==> config.mk <==
export PLATFORM = sky130hd
export DESIGN_NAME = led_pwm
export DESIGN_NICKNAME = d
export VERILOG_FILES = /design/src/rtl/led_pwm_pkg.sv /design/src/rtl/led_pwm_ch.sv /design/src/rtl/led_pwm.sv
export SDC_FILE = /design/constraint.sdc
export NUM_CORES = 1
export LEC_CHECK = 0
export BUFFER_PORTS_ARGS = -buffer_cell sky130_fd_sc_hd__buf_2
export CORE_AREA = 2 2 193 100
export DETAILED_ROUTE_END_ITERATION = 6
export DIE_AREA = 0 0 195 102
export PLACE_DENSITY = 0.8
export SLEW_MARGIN = 20
export SYNTH_ARGS = -nofsm -noshare
export SYNTH_HDL_FRONTEND = slang
export SYNTH_SLANG_ARGS = --single-unit
==> constraint.sdc <==
create_clock -name fpga_sysclk -period 4.8 [get_ports fpga_sysclk]
set_input_delay 0.96 -clock fpga_sysclk [delete_from_list [all_inputs] [get_ports fpga_sysclk]]
set_output_delay 0.96 -clock fpga_sysclk [all_outputs]
set_load 0.01 [all_outputs]
==> src/rtl/led_pwm_pkg.sv <==
// Shared constants, channel indexing and gamma curve for the LED PWM stage.
// Gamma is only used when LED_PWM_GAMMA_EN is defined.
package led_pkg;
    localparam int NUM_LEDS = 4;
    localparam int NUM_CH   = 3;
    localparam int NUM_CHAN = NUM_LEDS * NUM_CH;

    typedef enum logic [1:0] {
        CH_R = 2'd0,
        CH_G = 2'd1,
        CH_B = 2'd2
    } ch_e;

    function automatic int ch_off(input int led, input ch_e ch, input int w);
        return (led * NUM_CH + int'(ch)) * w;
    endfunction

    // (d*d + 2^w-1) >> w, evaluated at 2*w bits; valid for w <= 16.
    function automatic logic [31:0] gamma(input logic [15:0] d, input int w);
        logic [31:0] sq;
        sq = 32'(d) * 32'(d) + ((32'd1 << w) - 32'd1);
        return sq >> w;
    endfunction
endpackage

==> src/rtl/led_pwm_ch.sv <==
// One PWM channel: active duty register, comparator and output flop.
// With LED_PWM_GAMMA_EN a gamma stage tracks the pending word ahead of commit.
module led_pwm_ch
    import led_pkg::*;
#(
    parameter int DUTY_W = 8
) (
    input  logic              clk_i,
    input  logic              rst_ni,
    input  logic [DUTY_W-1:0] phase_i,
    input  logic              commit_i,
    input  logic [DUTY_W-1:0] src_i,
    output logic              led_o
);
    logic [DUTY_W-1:0] act_q, act_d;
    logic              led_q, led_d;

    assign led_d = !(phase_i < act_q);
    assign led_o = led_q;

`ifdef LED_PWM_GAMMA_EN
    // src_i is the pending next-state, so gam_q always equals gamma(pending).
    logic [DUTY_W-1:0] gam_q, gam_d;
    assign gam_d = DUTY_W'(gamma(16'(src_i), DUTY_W));
    assign act_d = commit_i ? gam_q : act_q;

    always_ff @(posedge clk_i) begin
        if (!rst_ni) begin
            gam_q <= '0;
            act_q <= '0;
            led_q <= 1'b1;
        end else begin
            gam_q <= gam_d;
            act_q <= act_d;
            led_q <= led_d;
        end
    end
`else
    assign act_d = commit_i ? src_i : act_q;

    always_ff @(posedge clk_i) begin
        if (!rst_ni) begin
            act_q <= '0;
            led_q <= 1'b1;
        end else begin
            act_q <= act_d;
            led_q <= led_d;
        end
    end
`endif
endmodule

==> src/rtl/led_pwm.sv <==
// Active-low RGB LED PWM with double-buffered duties committed at period start.
// Optional gamma correction via LED_PWM_GAMMA_EN.
module led_pwm
    import led_pkg::*;
#(
    parameter int DUTY_W   = 8,
    parameter int PRESCALE = 390
) (
    input  logic                       fpga_sysclk,
    input  logic                       rst_fpga_,
    input  logic [NUM_CHAN*DUTY_W-1:0] in_duty,
    input  logic                       in_valid,
    output logic                       in_ready,
    output logic [2:0]                 led_rgb0,
    output logic [2:0]                 led_rgb1,
    output logic [2:0]                 led_rgb2,
    output logic [2:0]                 led_rgb3,
    output logic                       frame_strobe
);
    localparam int PW = $clog2(PRESCALE + 1);
    localparam logic [PW-1:0]     PRE_LAST = PW'(PRESCALE - 1);
    localparam logic [DUTY_W-1:0] PH_LAST  = DUTY_W'((1 << DUTY_W) - 2);

    logic [PW-1:0]              pre_q, pre_d;
    logic [DUTY_W-1:0]          ph_q, ph_d;
    logic [NUM_CHAN*DUTY_W-1:0] pend_q, pend_d, src_v;
    logic                       full_q, full_d;
    logic                       strb_q;
    logic                       tick, bnd, xfer, commit;
    logic [NUM_CHAN-1:0]        led_v;

    assign tick   = (pre_q == PRE_LAST);
    assign bnd    = tick && (ph_q == PH_LAST);
    assign xfer   = in_valid && !full_q;
    assign commit = bnd && full_q;

    always_comb begin
        pre_d  = tick ? '0 : pre_q + PW'(1);
        ph_d   = ph_q;
        if (tick) ph_d = bnd ? '0 : ph_q + DUTY_W'(1);
        pend_d = xfer ? in_duty : pend_q;
        full_d = full_q;
        // Accept only when empty, so a boundary never races a capture.
        if (xfer)     full_d = 1'b1;
        else if (bnd) full_d = 1'b0;
    end

    always_ff @(posedge fpga_sysclk) begin
        if (!rst_fpga_) begin
            pre_q  <= '0;
            ph_q   <= '0;
            pend_q <= '0;
            full_q <= 1'b0;
            strb_q <= 1'b0;
        end else begin
            pre_q  <= pre_d;
            ph_q   <= ph_d;
            pend_q <= pend_d;
            full_q <= full_d;
            strb_q <= bnd;
        end
    end

    assign in_ready     = !full_q;
    assign frame_strobe = strb_q;

`ifdef LED_PWM_GAMMA_EN
    assign src_v = pend_d;
`else
    assign src_v = pend_q;
`endif

    for (genvar l = 0; l < NUM_LEDS; l++) begin : g_led
        for (genvar c = 0; c < NUM_CH; c++) begin : g_ch
            localparam int OFF = ch_off(l, ch_e'(c), DUTY_W);
            led_pwm_ch #(.DUTY_W(DUTY_W)) u_ch (
                .clk_i    (fpga_sysclk),
                .rst_ni   (rst_fpga_),
                .phase_i  (ph_q),
                .commit_i (commit),
                .src_i    (src_v[OFF +: DUTY_W]),
                .led_o    (led_v[l*NUM_CH + c])
            );
        end
    end

    assign led_rgb0 = led_v[2:0];
    assign led_rgb1 = led_v[5:3];
    assign led_rgb2 = led_v[8:6];
    assign led_rgb3 = led_v[11:9];
endmodule

# ---- After elaboration in Yosys (flattened, before gate mapping)
# Index checks and enable logic that the tools add are counted.
dict set report totals {
  ff_bits 223
  input_bits 99
  output_inout_bits 14
  word_cells 67
}
dict set report op_classes {
  n_addsub 2
  n_lt_le_gt_ge 12
  eq_ne 2
  n_mux 3
  bitwise_logic 1
  n_reduce_logical 18
}
# cell count
set ops {}
lappend ops {{less-than comparator 8 bit} 12}
lappend ops {{logical NOT 1 bit} 13}
lappend ops {{adder 9 x 1 -> 9 bit (second input constant)} 1}
lappend ops {{equality test 9 bit (second input constant)} 1}
lappend ops {{adder 8 x 1 -> 8 bit (second input constant)} 1}
lappend ops {{equality test 8 bit (second input constant)} 1}
lappend ops {{2-to-1 mux 8 bit} 1}
lappend ops {{logical AND 1 bit} 3}
lappend ops {{2-to-1 mux 1 bit} 2}
lappend ops {{nonzero test 2 bit} 1}
lappend ops {{OR reduction 2 bit} 1}
lappend ops {{inverter 1 bit} 1}

# ---- Logic depth before layout (Yosys ltp)
# Gate-level depths: netlist of the first run.
dict set report depth {
  word_depth 4
  mapped_depth 10
  mapped_depth_nobuf 6
}

# ---- Cells and area by module
# Synthesis of the first run repeated with hierarchy kept, for this count alone.
dict set report hier_totals {
  hier_cells 1100
  area_unflattened_um2 10336.2
}
# module instances cells_per_inst area_each_um2 seq_area_each_um2
set modules_own_cells {}
lappend modules_own_cells {led_pwm_ch 12 49 496.7 180.2}
lappend modules_own_cells {led_pwm 1 512 4375.4 2302.2}

# ---- Worst setup path after synthesis of the first run
# Ideal clock, no wire load.
dict set report synth_timing {
  path_type {input -> register}
  from {in in_valid}
  to {reg pend_q[0]}
  setup_ns 0.070
  arrival_ns 1.887
  required_ns 4.730
  slack_ns 2.843
  path_stages 6
  path_buffers 3
  cell_sequence {nor2b_1 > clkbuf_1 > buf_2 > clkbuf_1 > nand2_1 > a21oi_1}
}
dict set report synth_between {
  elab_chain_cells 1
}
# item line
set synth_rtl {}
lappend synth_rtl {{start: declaration} led_pwm.sv:12} ;# input logic in_valid,
lappend synth_rtl {{logical AND 1 bit} led_pwm.sv:34} ;# assign xfer = in_valid && !full_q;
lappend synth_rtl {{end signal: assignment} led_pwm.sv:58} ;# pend_q <= pend_d;
lappend synth_rtl {{end: declaration} led_pwm.sv:26} ;# logic [NUM_CHAN*DUTY_W-1:0] pend_q, pend_d, src_v;
# Every way passes these cells.
# A chain may end at the register's enable or synchronous reset.

# ---- Final worst setup path of the first run
dict set report layout_timing {
  from {reg ph_q[1]}
  to {reg g_led[3].g_ch[2].u_ch.act_q[1]}
}
dict set report layout_between {
  elab_chain_cells 3
}
# item line
set layout_rtl {}
lappend layout_rtl {{start: declaration} led_pwm.sv:25} ;# logic [DUTY_W-1:0] ph_q, ph_d;
lappend layout_rtl {{start signal: assignment} led_pwm.sv:57} ;# ph_q <= ph_d;
lappend layout_rtl {{equality test 8 bit} led_pwm.sv:33} ;# assign bnd = tick && (ph_q == PH_LAST);
lappend layout_rtl {{logical AND 1 bit} led_pwm.sv:33}
lappend layout_rtl {{logical AND 1 bit} led_pwm.sv:35} ;# assign commit = bnd && full_q;
lappend layout_rtl {{end signal: assignment} led_pwm_ch.sv:46} ;# act_q <= act_d;
lappend layout_rtl {{end: declaration} led_pwm_ch.sv:15} ;# logic [DUTY_W-1:0] act_q, act_d;
# Every way passes these cells.

==> flow_metrics.tcl, run 1 <==
set metrics [dict create \
    ys_ff_latch 223 \
    grt_pass1_vias 8027 \
    drive_gt1_share_pct 12.8 \
    power_density_mw_per_mm2 342 \
    hold_violations 0 \
    clk_latency_ps 500 \
    cap_violations 0 \
    io_pins 113 \
    place_hpwl_um 13900 \
    syn_avg_cell_area_um2 7.97 \
    die_width_um 195 \
    crit_start "ph_q[1]$_SDFFE_PN0N_" \
    r2r_end "g_led[3].g_ch[2].u_ch.act_q[1]$_SDFFE_PN0P_" \
    core_area_mm2 0.0181 \
    p_leak_nw 4.21 \
    fp.dieH_um 102 \
    drt-initial-drc-count 349 \
    cts_root_buffer "clkbuf_16" \
    grt-ovfl-total 0 \
    area_delta_synth_final_pct 12.6 \
    clk_pin_slew_ps 70 \
    max_freq_mhz 325 \
    vias 8063 \
    status "complete, no violations" \
    yosys_warnings 0 \
    reg2reg_depth 6 \
    seqCellArea_mm2 0.00446 \
    period_minus_slack_ps 3080 \
    layout.nets 1489 \
    r2r_setup_slack_ps 1720 \
    holdBufCountCts 0 \
    cp_data_required_time_ps 5140 \
    reg2reg_from "ph_q[1]$_SDFFE_PN0N_" \
    drt_first_pass_iters 5 \
    antenna_found_initial 0 \
    postLayoutCoreUtil_pct 61.4 \
    slew_headroom_pct 30.8 \
    grt_pass1_wl_um 35900 \
    io_buffers 112 \
    tightestPinTransition_ps 1040 \
    rsz0062_at_grt "false" \
    wirelength_um 21300 \
    synth_cell_type_count 37 \
    htree_num_levels 1 \
    synth_cells 1242 \
    routedWlPerCell_um 13.7 \
    critPathArrivalTime_ps 3420 \
    cts_tree "built" \
    yosysSeqAreaShare_pct 45.1 \
    vias_per_cell 5.18 \
    setup_viol 0 \
    peakVddDrop_uv 180 \
    setup_tns_ps 0 \
    post_cts_buffers 0 \
    crit_type "flip-flop to flip-flop" \
    nFillCells 1588 \
    initial_utilization_pct 54.6 \
    route.antenna.remaining_nets 0 \
    multi_input_area_mm2 0.00474 \
    drc 0 \
    mappedNetlistArea_mm2 0.00990 \
    rows 35 \
    min_period_over_period_pct 64.2 \
    crit_fanout 77 \
    drv_slew 0 \
    clock_path_buffers 3 \
    endpoint "g_led[3].g_ch[2].u_ch.act_q[1]$_SDFFE_PN0P_" \
    fin_skew_ps 8.18 \
    hp-class "flip-flop to flip-flop" \
    place.gp.congestion 0.782 \
    grt_start_max_net_pins 164 \
    diodes 0 \
    cts_buffers 20 \
    dieArea_mm2 0.0199 \
    clkSinkCount 223 \
    end_kind "flip-flop" \
    power.total_mw 3.81 \
    track_usage_pct 21.7 \
    synth_nets 1429 \
    start_kind "flip-flop" \
    ctsResizeCount 0 \
]
## registers in the layout, indices dropped and copies added, names as in the netlist
name                   count
g_led.g_ch.u_ch.act_q     96
pend_q                    96
g_led.g_ch.u_ch.led_o     12
pre_q                      9
ph_q                       8
frame_strobe               1
full_q                     1
## metal layers
| metal | GRT usage (%) | vias to the layer above | routed length, µm |
|---|---|---|---|
| met5 | 0 | - | 0 |
| met4 | 4.70 | 0 | 284 |
| met2 | 39.7 | 151 | 9990 |
| met3 | 3.60 | 22 | 963 |
| met1 | 27.4 | 3719 | 10100 |
| li1 | - | 4171 | - |
## power breakdown
part	total [mW]	switching, mW	leakage [nW]	internal, mW
combinational	0.174	0.107	2.06	0.0673
sequential	1.93	0.0283	1.81	1.90
clock	1.70	0.678	0.345	1.03
## critical path, cell delays in order, from the launching register on
cell and delay (ps):
dfxtp_1 870, ha_1 350, and4_1 240, nand4_1 700, buf_12 490, nand2_1 130
a21oi_1 70
## per-stage QoR
stage / hold slack (ps) / std cells / worst slack (ps) / area (µm²)
final: 450 / 1556 / 1720 / 11100
after global routing: 467 / 1556 / 1560 / 11100
after CTS: 453 / 1556 / 1760 / 11100
after detailed placement: 444 / 1520 / 1790 / 10400
after global placement: 437 / 1520 / 1880 / 10400
after floorplan: 432 / 1242 / 2840 / 9900
## area by class of cell
| type | instances | share of cell area, % |
|---|---|---|
| tap | 240 | 2.70 |
| clock inverter | 5 | 0.898 |
| multi-input combinational | 853 | 42.5 |
| inverter | 89 | 3.07 |
| clock buffer | 31 | 5.41 |
| timing repair buffer | 115 | 5.35 |
| sequential | 223 | 40.1 |
## cells in the mapped netlist
cell type / count / share of area (%)
o21ai_2: 1 / 0.089
and4bb_1: 1 / 0.13
nor2b_1: 13 / 0.82
buf_1: 4 / 0.15
clkbuf_1: 43 / 1.6
nand3_1: 6 / 0.30
or4bb_1: 1 / 0.11
nand2_1: 399 / 15
xor2_1: 7 / 0.62
nor3_1: 3 / 0.15
buf_6: 4 / 0.46
inv_1: 88 / 3.3
a2111o_1: 12 / 1.4
and4_1: 4 / 0.35
and3_1: 15 / 0.95
o221a_2: 2 / 0.23
ha_1: 88 / 11
or4bb_4: 1 / 0.15
o211ai_1: 1 / 0.076
o21ai_0: 14 / 0.71
nand4_1: 4 / 0.25
nand2b_1: 12 / 0.76
a31oi_1: 1 / 0.063
nor3_2: 2 / 0.20
buf_2: 14 / 0.71
nor2_4: 1 / 0.11
o2111a_1: 1 / 0.11
a31o_2: 12 / 1.1
inv_2: 1 / 0.038
and4bb_2: 1 / 0.13
a21oi_1: 228 / 12
buf_4: 12 / 0.91
and2_1: 1 / 0.063
nor2_1: 17 / 0.64
xnor2_1: 4 / 0.35
a211oi_1: 1 / 0.076
dfxtp_1: 223 / 45
## logic make-up (layout without fill, tap and decap cells)
group,count (synthesis),in the layout,synth area share [%]
simple gates,481,481,20.3
xor+xnor,11,11,0.973
compound gates,273,273,15.3
fa+ha+maj,88,88,11.1
buf+inv,166,240,7.23
flops,223,223,45.1
## placed cells by master, fill, tap and decap left out, types with 2 or more instances in the layout
| master | count |
|---|---|
| o221a_2 | 2 |
| a21oi_1 | 228 |
| inv_1 | 88 |
| clkbuf_16 | 21 |
| nor3_1 | 3 |
| clkbuf_1 | 6 |
| xnor2_1 | 4 |
| dfxtp_1 | 223 |
| buf_4 | 2 |
| clkbuf_8 | 4 |
| xor2_1 | 7 |
| nor3_2 | 2 |
| nand3_1 | 6 |
| and3_1 | 15 |
| and4_1 | 3 |
| nand2_1 | 398 |
| bufinv_16 | 3 |
| o21ai_0 | 14 |
| a31o_2 | 12 |
| a2111o_1 | 12 |
| clkinv_2 | 2 |
| nand4_1 | 4 |
| nand2b_1 | 12 |
| buf_2 | 112 |
| nor2b_1 | 12 |
| ha_1 | 88 |
| nor2_1 | 17 |
## worst min path at each step
stage | startpoint | end | slack [ps] | cells after the start
finish | g_led[1].g_ch[2].u_ch.act_q[4]$_SDFFE_PN0P_ | g_led[1].g_ch[2].u_ch.act_q[4]$_SDFFE_PN0P_ | 450 | 2
global route | g_led[3].g_ch[2].u_ch.act_q[4]$_SDFFE_PN0P_ | g_led[3].g_ch[2].u_ch.act_q[4]$_SDFFE_PN0P_ | 470 | 2
CTS | g_led[0].g_ch[0].u_ch.act_q[0]$_SDFFE_PN0P_ | g_led[0].g_ch[0].u_ch.act_q[0]$_SDFFE_PN0P_ | 450 | 2
detailed placement | g_led[0].g_ch[0].u_ch.act_q[0]$_SDFFE_PN0P_ | g_led[0].g_ch[0].u_ch.act_q[0]$_SDFFE_PN0P_ | 440 | 2
global placement | g_led[2].g_ch[0].u_ch.act_q[6]$_SDFFE_PN0P_ | g_led[2].g_ch[0].u_ch.act_q[6]$_SDFFE_PN0P_ | 440 | 2
floorplan | g_led[0].g_ch[0].u_ch.act_q[1]$_SDFFE_PN0P_ | g_led[0].g_ch[0].u_ch.act_q[1]$_SDFFE_PN0P_ | 430 | 2
No activity file was read; power rests on OpenSTA's default activity.
==> run 2, diff against run 1 <==
ABC_AREA = 1   (was not set)
CORE_AREA = 2 2 200 104   (was 2 2 193 100)
DIE_AREA = 0 0 202 106   (was 0 0 195 102)
clock period = 2.5 ns   (was 4.8 ns; I/O delays follow)
==> flow_metrics.tcl, run 2 <==
set metrics [dict create \
    area_delta_synth_final_pct 12.8 \
    synth_mux_area_share_pct 0 \
    critPathArrivalTime_ps 2420 \
    slowest_delay_ps 500 \
    grt_pass1_vias 8411 \
    p_leak_nw 6.09 \
    final_common_cell "nor2_1" \
    io_pins 113 \
    synthAdderAreaFrac_pct 10.7 \
    synthXorXnorAreaFrac_pct 0.171 \
    cts_tree "built" \
    syn_avg_cell_area_um2 7.16 \
    clk_latency_ps 500 \
    clock_path_buffers 3 \
    grt-ovfl-total 0 \
    start_kind "flip-flop" \
    min_to "pend_q[19]$_SDFFE_PN0P_" \
    ys_top_cells_by_area "dfxtp_1 (43%), nor2_1 (16%), ha_1 (11%)" \
    layout.nets 1694 \
    synth_nets 1620 \
    cap_violations 0 \
    drive_gt1_share_pct 11.1 \
    synth_common_cells "nor2_1 (429), nand2_1 (285), dfxtp_1 (223), inv_1 (128), o21ai_0 (103)" \
    fp.dieH_um 106 \
    setup_tns_ps 0 \
    tightestPinTransition_ps 880 \
    synthSimpleGateAreaFrac_pct 28.5 \
    synth_cells 1433 \
    period_minus_slack_ps 2030 \
    cts_buffers 21 \
    diodes 0 \
    yosys_warnings 0 \
    reg2reg_from "pre_q[1]$_SDFF_PP0_" \
    worst_hold_path.num_cells 3 \
    ctsResizeCount 0 \
    yosys.area.top_type_share_pct 43.5 \
    rows 37 \
    wirelength_um 22600 \
    power.total_mw 7.26 \
    die_width_um 202 \
    reg2reg_depth 9 \
    htree_num_levels 1 \
    hold_violations 0 \
    grt_start_max_net_pins 194 \
    layoutNonFillerInstCount 1794 \
    max_freq_mhz 492 \
    place_hpwl_um 14700 \
    vias 8663 \
    clk_pin_slew_ps 60 \
    cts_root_buffer "clkbuf_16" \
    ys_ff_latch 223 \
    numPlacedInstances 1757 \
    min_period_over_period_pct 81.3 \
    routedWlPerCell_um 12.6 \
    path_cells "inv_1, ha_1, nand4_1, nor2_4, nand3_4, buf_12, nand2_1, nand2_1, nor2_1" \
    crit_type "flip-flop to flip-flop" \
    cp_data_required_time_ps 2890 \
    drc 0 \
    vias_per_cell 4.83 \
    synth_cell_type_count 25 \
    power_density_mw_per_mm2 627 \
    yosysMostFrequentCell "nor2_1" \
    hp-class "input port to flip-flop" \
    rsz0062_at_grt "false" \
    dieArea_mm2 0.0214 \
    initial_utilization_pct 51.7 \
    synth_compound_area_share_pct 7.85 \
    drt_first_pass_iters 5 \
    worst_path_max_delay_cell "buf_12" \
    min_from "in_duty[19]" \
    core_area_mm2 0.0199 \
    end_kind "flip-flop" \
    grt_pass1_wl_um 38600 \
    status "complete, no violations" \
    synth_edf_count 0 \
    peakVddDrop_uv 369 \
    synth_ff_type "dfxtp_1" \
    crit_fanout 193 \
    drv_slew 0 \
    fin_skew_ps 9.92 \
    layout_common_cells "nor2_1 (428), nand2_1 (285), dfxtp_1 (223)" \
    slew_headroom_pct 41.3 \
    drt-initial-drc-count 611 \
    place.gp.congestion 0.852 \
    cp_common_cell "nand2_1" \
    r2r_setup_slack_ps 470 \
    r2r_end "g_led[1].g_ch[1].u_ch.act_q[0]$_SDFFE_PN0P_" \
    route.antenna.remaining_nets 0 \
    mappedNetlistArea_mm2 0.0103 \
    yosysSeqAreaShare_pct 43.5 \
    track_usage_pct 21.5 \
    synth_top_family_by_area "simple AND/OR/NAND/NOR gates" \
    yosysTopAreaCell "dfxtp_1" \
    post_cts_buffers 0 \
    antenna_found_initial 0 \
    async_reset_ff_share_pct 0 \
    clkSinkCount 223 \
    setup_viol 0 \
    postLayoutCoreUtil_pct 58.3 \
    io_buffers 112 \
    holdBufCountCts 0 \
]
run 2: final cells by class:
type | instances | area [µm²]
Inverter | 131 | 493
Sequential cell | 223 | 4460
Clock buffer | 27 | 598
Fill cell | 1825 | 8280
Clock inverter | 10 | 81.3
Tap cell | 273 | 342
Multi-Input combinational cell | 1002 | 4860
Timing Repair Buffer | 128 | 737
run 2: through the flow:
step / instance area [µm²] / worst slack [ps] / hold slack, ps
6_report: 11600 / 467 / 228
5_1_grt: 11600 / 331 / 220
4_1_cts: 11600 / 562 / 216
3_5_place_dp: 10900 / 570 / 463
3_3_place_gp: 10900 / 659 / 460
2_1_floorplan: 10300 / 782 / 445
run 2: metal layers:
layer | part of all wire, % | track usage [%] | up-vias
met1 | 49 | 29.6 | 3854
met4 | 1.8 | 4.78 | 0
met2 | 44 | 35.3 | 190
met5 | 0 | 0 | -
met3 | 5.0 | 3.56 | 44
li1 | - | - | 4575
run 2: kinds of logic after synthesis:
kind of cell,count (synthesis)
AND/OR/NAND/NOR,758
AO/OA/AOI/OAI,154
XOR/XNOR,2
adder cells (fa/ha/maj),88
flip-flops,223
buffers and inverters,208
run 2: worst max path at each step:
stage / start / end / cells after the start
after floorplan: ph_q[1]$_SDFFE_PN0N_ / g_led[2].g_ch[1].u_ch.act_q[2]$_SDFFE_PN0P_ / 8
after global placement: pre_q[1]$_SDFF_PP0_ / g_led[2].g_ch[2].u_ch.act_q[5]$_SDFFE_PN0P_ / 9
after detailed placement: in_valid / pend_q[60]$_SDFFE_PN0P_ / 6
after CTS: pre_q[1]$_SDFF_PP0_ / g_led[1].g_ch[1].u_ch.act_q[0]$_SDFFE_PN0P_ / 9
after global routing: pre_q[1]$_SDFF_PP0_ / g_led[1].g_ch[1].u_ch.act_q[2]$_SDFFE_PN0P_ / 9
final: pre_q[1]$_SDFF_PP0_ / g_led[1].g_ch[1].u_ch.act_q[0]$_SDFFE_PN0P_ / 9
run 2: critical path: cells and delay by family (launching register included):
family	cells	cell delay, ps
buffers and inverters	2	560
adder cells (fa/ha/maj)	1	220
flip-flops	1	380
AND/OR/NAND/NOR	6	570
run 2: power by group:
group	total [mW]	switching [mW]	internal (mW)
clock network	3.14	1.35	1.80
logic	0.361	0.221	0.141
registers	3.75	0.0720	3.68
